**config.mk**
```make
export PLATFORM = sky130hd
export DESIGN_NAME = sample_serial_transmitter
export DESIGN_NICKNAME = d
export VERILOG_FILES = /design/src/rtl/sample_serial_transmitter.sv
export SDC_FILE = /design/constraint.sdc
export NUM_CORES = 1
export LEC_CHECK = 0
export CORE_MARGIN = 10
export CORE_UTILIZATION = 43
export DETAILED_ROUTE_END_ITERATION = 6
export HOLD_SLACK_MARGIN = 0.02
export PLACE_DENSITY = 0.73
export RECOVER_POWER = 50
export REMOVE_ABC_BUFFERS = 1
export SLEW_MARGIN = 20
export SYNTH_ARGS = -nofsm -noshare
export SYNTH_HDL_FRONTEND = slang
export SYNTH_SLANG_ARGS = --single-unit
```
**constraint.sdc**
```tcl
create_clock -name i_Clock -period 2.8 [get_ports i_Clock]
set_clock_uncertainty 0.15 [all_clocks]
set_input_delay 0.56 -clock i_Clock [delete_from_list [all_inputs] [get_ports i_Clock]]
set_output_delay 0.56 -clock i_Clock [all_outputs]
set_load 0.01 [all_outputs]
```
**src/rtl/sample_serial_transmitter.sv**
```systemverilog
// Buffers 16-bit mono samples in a small FIFO and streams them to an I2S DAC
// as stereo frames (same sample on both channels), with its own BCLK/LRCLK.
module sample_serial_transmitter #(
  parameter int BCLK_HALF_PERIOD = 8,
  parameter int FIFO_DEPTH       = 4
) (
  input  logic                          i_Clock,
  input  logic                          i_Reset,
  input  logic                          i_SampleReady,
  input  logic signed [15:0]            i_Sample,
  output logic                          o_BitClock,
  output logic                          o_WordSelect,
  output logic                          o_SerialData,
  output logic                          o_Overflow,
  output logic                          o_Underflow,
  output logic [$clog2(FIFO_DEPTH):0]   o_FifoLevel
);

  localparam int DW = $clog2(BCLK_HALF_PERIOD);
  localparam int AW = $clog2(FIFO_DEPTH);
  localparam logic [DW-1:0] DIV_LAST   = DW'(BCLK_HALF_PERIOD - 1);
  localparam logic [AW:0]   FULL_LEVEL = (AW + 1)'(FIFO_DEPTH);

  logic [DW-1:0] div_count;
  logic [4:0]    slot;
  logic [4:0]    slot_next;
  logic [15:0]   mem [FIFO_DEPTH];
  logic [AW-1:0] wr_ptr;
  logic [AW-1:0] rd_ptr;
  logic [15:0]   held;
  logic [15:0]   head;
  logic [31:0]   shift;
  logic          div_wrap;
  logic          fall;
  logic          frame_start;
  logic          empty;
  logic          full;
  logic          pop;
  logic          push_ok;

  // A full FIFO still accepts a push when the frame start pops in the same cycle.
  always_comb begin
    div_wrap    = (div_count == DIV_LAST);
    fall        = div_wrap & o_BitClock;
    frame_start = fall & (slot == 5'd31);
    slot_next   = slot + 5'd1;
    empty       = (o_FifoLevel == '0);
    full        = (o_FifoLevel == FULL_LEVEL);
    pop         = frame_start & ~empty;
    push_ok     = i_SampleReady & (~full | pop);
    head        = mem[rd_ptr];
  end

  always_ff @(posedge i_Clock) begin
    if (push_ok && !i_Reset) begin
      mem[wr_ptr] <= i_Sample;
    end
  end

  always_ff @(posedge i_Clock) begin
    if (i_Reset) begin
      div_count    <= '0;
      slot         <= 5'd31;
      wr_ptr       <= '0;
      rd_ptr       <= '0;
      held         <= '0;
      shift        <= '0;
      o_BitClock   <= 1'b0;
      o_WordSelect <= 1'b0;
      o_SerialData <= 1'b0;
      o_Overflow   <= 1'b0;
      o_Underflow  <= 1'b0;
      o_FifoLevel  <= '0;
    end else begin
      div_count   <= div_wrap ? '0 : div_count + 1'b1;
      if (div_wrap) begin
        o_BitClock <= ~o_BitClock;
      end
      o_Overflow  <= i_SampleReady & full & ~pop;
      o_Underflow <= frame_start & empty;

      if (push_ok) begin
        wr_ptr <= wr_ptr + 1'b1;
      end
      if (pop) begin
        rd_ptr <= rd_ptr + 1'b1;
      end
      unique case ({push_ok, pop})
        2'b10:   o_FifoLevel <= o_FifoLevel + 1'b1;
        2'b01:   o_FifoLevel <= o_FifoLevel - 1'b1;
        default: o_FifoLevel <= o_FifoLevel;
      endcase

      // The MSB shifted out at slot 0 is still the previous frame's right LSB.
      if (fall) begin
        slot         <= slot_next;
        o_WordSelect <= slot_next[4];
        o_SerialData <= shift[31];
        if (frame_start) begin
          if (pop) begin
            held  <= head;
            shift <= {head, head};
          end else begin
            shift <= {held, held};
          end
        end else begin
          shift <= {shift[30:0], 1'b0};
        end
      end
    end
  end

endmodule

```
==> impl_metrics.env <==
export IMPL_crit_path_end_kind="register"
export IMPL_diodes_inserted=0
export IMPL_yosysSeqAreaShare_pct=60.9
export IMPL_criticalPathCategory="reg -> reg"
export IMPL_clk_latency_ns=0.41
export IMPL_path_delay_family="simple AND/OR/NAND/NOR gates"
export IMPL_clkPwrFrac_pct=47.5
export IMPL_pin_count_of_the_biggest_net_entering_global_routing=48
export IMPL_crit_path_max_incr_delay_ns=0.40
export IMPL_grt_pass1_wl_um=16100
export IMPL_synth_main_ff_cell="sky130_fd_sc_hd__dfxtp_1"
export IMPL_synth_top_cell_by_area="sky130_fd_sc_hd__edfxtp_1"
export IMPL_power_density_cell_area_nw_per_um2=673
export IMPL_r2r_slack_ns=0.11
export IMPL_placement_setup_worst_slack_ns=-0.194
export IMPL_synthesis_area_um2=5460
export IMPL_filler_cell_count_in_the_final_layout=1076
export IMPL_finalWorstSetupSlack_ns=0.108
export IMPL_drc=0
export IMPL_holdCritStartpoint="div_count[0]"
export IMPL_grt_usage_pct=11.5
export IMPL_start_util_pct=43.6
export IMPL_grt_pass1_vias=3291
export IMPL_irDropWorstVdd_mv=0.385
export IMPL_fin_hold_ws_ns=0.274
export IMPL_count_of_buffering_cells_on_the_critical_path_with_inverters_included=0
export IMPL_p_total_mw=4.36
export IMPL_gpl_final_weighted_congestion=0.753
export IMPL_power_internal_mw=3.47
export IMPL_startpoint_type="register"
export IMPL_required_ns=2.95
export IMPL_detail_route_wl_per_cell_um=16.2
export IMPL_report_final_setup_viol=0
export IMPL_synth_async_reset_ratio_pct=0
export IMPL_cts_hold_repair_buffers=0
export IMPL_worst_r2r_cell_count=9
export IMPL_slowest_stage="sky130_fd_sc_hd__or3_1"
export IMPL_path_common_cell="sky130_fd_sc_hd__ha_2"
export IMPL_placementRows=41
export IMPL_path_depth=9
export IMPL_top_cells_by_area_synth="sky130_fd_sc_hd__edfxtp_1, sky130_fd_sc_hd__dfxtp_1, sky130_fd_sc_hd__a22o_1"
export IMPL_total_switching_power_uw=895
export IMPL_cts_tree="yes"
export IMPL_layout_commonest_cell="sky130_fd_sc_hd__dfxtp_1"
export IMPL_finalCritPeriodShare_pct=96.1
export IMPL_clk_root_buffer_cell="sky130_fd_sc_hd__clkbuf_16"
export IMPL_placement_cell_area_um2=5900
export IMPL_layout_drive_gt1_share_pct=21.0
export IMPL_yosys_area_share_simple_pct=9.93
export IMPL_grt_antenna_before_repair=0
export IMPL_timing_final_max_slew_violations=0
export IMPL_yosys_warnings=0
export IMPL_detail_route_antenna_nets=0
export IMPL_syn2layout_area_growth_pct=18.7
export IMPL_mostFrequentLayoutCells="sky130_fd_sc_hd__dfxtp_1, sky130_fd_sc_hd__edfxtp_1, sky130_fd_sc_hd__o21a_1, sky130_fd_sc_hd__a22o_1, sky130_fd_sc_hd__dlygate4sd3_1"
export IMPL_hold_viol_final=0
export IMPL_switching_share_pct=20.5
export IMPL_rsz0062_at_grt="no"
export IMPL_post_synth_cell_area_avg_um2=14.0
export IMPL_detailedPlacementHpwl_um=6430
export IMPL_setup_worst_path_end="o_FifoLevel[2]"
export IMPL_seqPwrFrac_pct=48.4
export IMPL_arrival_ns=2.84
export IMPL_detailedRoute_firstPassIterationCount=4
export IMPL_synth_largest_type_area_fraction_pct=35.2
export IMPL_timing_fmax_ghz=0.371
export IMPL_timing_final_crit_period_ns=2.69
export IMPL_startpoint_of_the_worst_register_to_register_path="slot[1]"
export IMPL_clock_tree_buffer_depth=2
export IMPL_yosys_register_bits=134
export IMPL_r2r_end="o_FifoLevel[2]"
export IMPL_multi_input_area_um2=1930
export IMPL_floorplan_die_height_um=133
export IMPL_route_vias_total=3224
export IMPL_routed_wirelength_um=9900
export IMPL_synth_xor_area_share_pct=0.963
export IMPL_status="finished clean"
export IMPL_synth_top_family_by_area="compound AO/OA/AOI/OAI gates"
export IMPL_detail_route_vias_per_cell=5.29
export IMPL_comb_power_share_pct=4.1
export IMPL_drt_initial_drc_count=260
export IMPL_cellLeakagePower_nw=2.38
export IMPL_pin_count=27
export IMPL_htreeDepth=4
export IMPL_postLayoutCellArea_um2=6480
export IMPL_grt_overflow=0
export IMPL_seqCellArea_um2=3320
export IMPL_hold_class="reg -> reg"
export IMPL_crit_path_max_fanout=3
export IMPL_post_synth_mux_area_share_pct=7.96
export IMPL_max_cap_violations=0
export IMPL_slew_limit_headroom_pct=17.6
export IMPL_cts_sink_count=134
export IMPL_timing_worst_slew_pin_value_ns=1.24
export IMPL_timing_critical_path_cells="ha_2, and3_1, ha_2, nand3_4, or3_1, fa_2, nand4b_1, o31ai_4, mux2_4"
export IMPL_clk_transition_reported_paths_ns=0.05
export IMPL_tritoncts_num_buffers=17
export IMPL_beginning_of_the_critical_path="slot[1]"
export IMPL_portBuffers=26
export IMPL_synthAdderAreaFrac_pct=2.20
export IMPL_area_enclosed_by_the_die_boundary_um2=17600
export IMPL_fp_coreArea_um2=12500
export IMPL_synth_edf_count=64
export IMPL_die_x_um=133
export IMPL_synth_compound_gate_area_share_pct=13.8
export IMPL_final_core_utilization_pct=51.7
export IMPL_syn_instance_count=391
export IMPL_final_nets=453
export IMPL_synth_distinct_cells=45
==> registers in the layout, summed over array words and instances (netlist names), 2 cells and up, named ones only <==
name,flops
div_count,3
held,16
mem,64
o_FifoLevel,3
rd_ptr,2
shift,32
slot,5
wr_ptr,2
==> cell families after synthesis <==
logic type,count (synthesis)
multiplexers,20
buffers and inverters,34
AO/OA/AOI/OAI,103
flip-flops,134
adder cells (fa/ha/maj),9
XOR/XNOR,6
AND/OR/NAND/NOR,85
==> worst min-delay path by stage <==
stage | endpoint | slack, ns | depth (start not counted)
2_1_floorplan | div_count[0] | 0.25 | 1
3_3_place_gp | div_count[0] | 0.26 | 1
3_5_place_dp | div_count[0] | 0.27 | 1
4_1_cts | div_count[0] | 0.28 | 1
5_1_grt | div_count[0] | 0.31 | 1
6_report | div_count[0] | 0.27 | 1
==> Yosys cell counts (2+ instances only) <==
library cell and count:
sky130_fd_sc_hd__o21ai_0 16, sky130_fd_sc_hd__o31ai_2 2, sky130_fd_sc_hd__buf_1 2, sky130_fd_sc_hd__nand2b_1 2, sky130_fd_sc_hd__and2_1 5, sky130_fd_sc_hd__nand2_1 10, sky130_fd_sc_hd__mux4_2 11, sky130_fd_sc_hd__ha_1 8
sky130_fd_sc_hd__dfxtp_1 70, sky130_fd_sc_hd__edfxtp_1 64, sky130_fd_sc_hd__o21a_1 30, sky130_fd_sc_hd__xnor2_1 4, sky130_fd_sc_hd__buf_2 5, sky130_fd_sc_hd__mux4_1 5, sky130_fd_sc_hd__nor2_1 20, sky130_fd_sc_hd__xor2_1 2
sky130_fd_sc_hd__a22o_1 30, sky130_fd_sc_hd__or3_1 2, sky130_fd_sc_hd__and3_4 2, sky130_fd_sc_hd__nand3_2 21, sky130_fd_sc_hd__mux2_4 3, sky130_fd_sc_hd__a21oi_1 21, sky130_fd_sc_hd__nand3_1 12, sky130_fd_sc_hd__clkbuf_1 6
sky130_fd_sc_hd__dlygate4sd1_1 2, sky130_fd_sc_hd__inv_1 6, sky130_fd_sc_hd__and3_1 2, sky130_fd_sc_hd__buf_6 7, sky130_fd_sc_hd__buf_4 4, sky130_fd_sc_hd__nor3b_1 2
==> timing repair <==
item	4_1_cts	5_1_grt
setup buffers	1	0
pin swaps	1	1
resized for setup	1	3
endpoints found under the setup margin	1	1
==> layout make-up <==
type | instances | share of cell area, %
flip-flops and latches | 134 | 51.3
multi-input cells | 223 | 29.7
clock buffers | 23 | 7.49
repair buffers | 43 | 6.64
well taps | 172 | 3.32
clock inverters | 9 | 1.16
inverters | 6 | 0.348
==> metrics by stage <==
step / setup TNS, ns / instances
after floorplan: -56.57 / 363
after global placement: -0.0680 / 577
after detailed placement: -0.194 / 577
after CTS: 0 / 610
after global routing: 0 / 610
final: 0 / 610
==> power groups by stage <==
| stage | Clock (mW) | Sequential (mW) | Combinational [mW] |
|---|---|---|---|
| 6_report | 2.07 | 2.11 | 0.181 |
| 5_1_grt | 2.19 | 2.11 | 0.197 |
| 4_1_cts | 2.11 | 2.11 | 0.189 |
| 2_1_floorplan | 0 | 2.15 | 0.0881 |
| 3_3_place_gp | 0 | 2.15 | 0.181 |
| 3_5_place_dp | 0 | 2.15 | 0.187 |
==> per-layer routing <==
metal / part of all wire [%] / GRT usage (%) / vias up / wire [µm]
li1: - / - / 1552 / -
met1: 44 / 13.2 / 1595 / 4400
met2: 50 / 18.9 / 61 / 4910
met3: 3.4 / 3.14 / 16 / 334
met4: 2.6 / 6.36 / 0 / 257
met5: 0 / 0 / - / 0
Note: power is estimated with default switching activity, not from simulation.
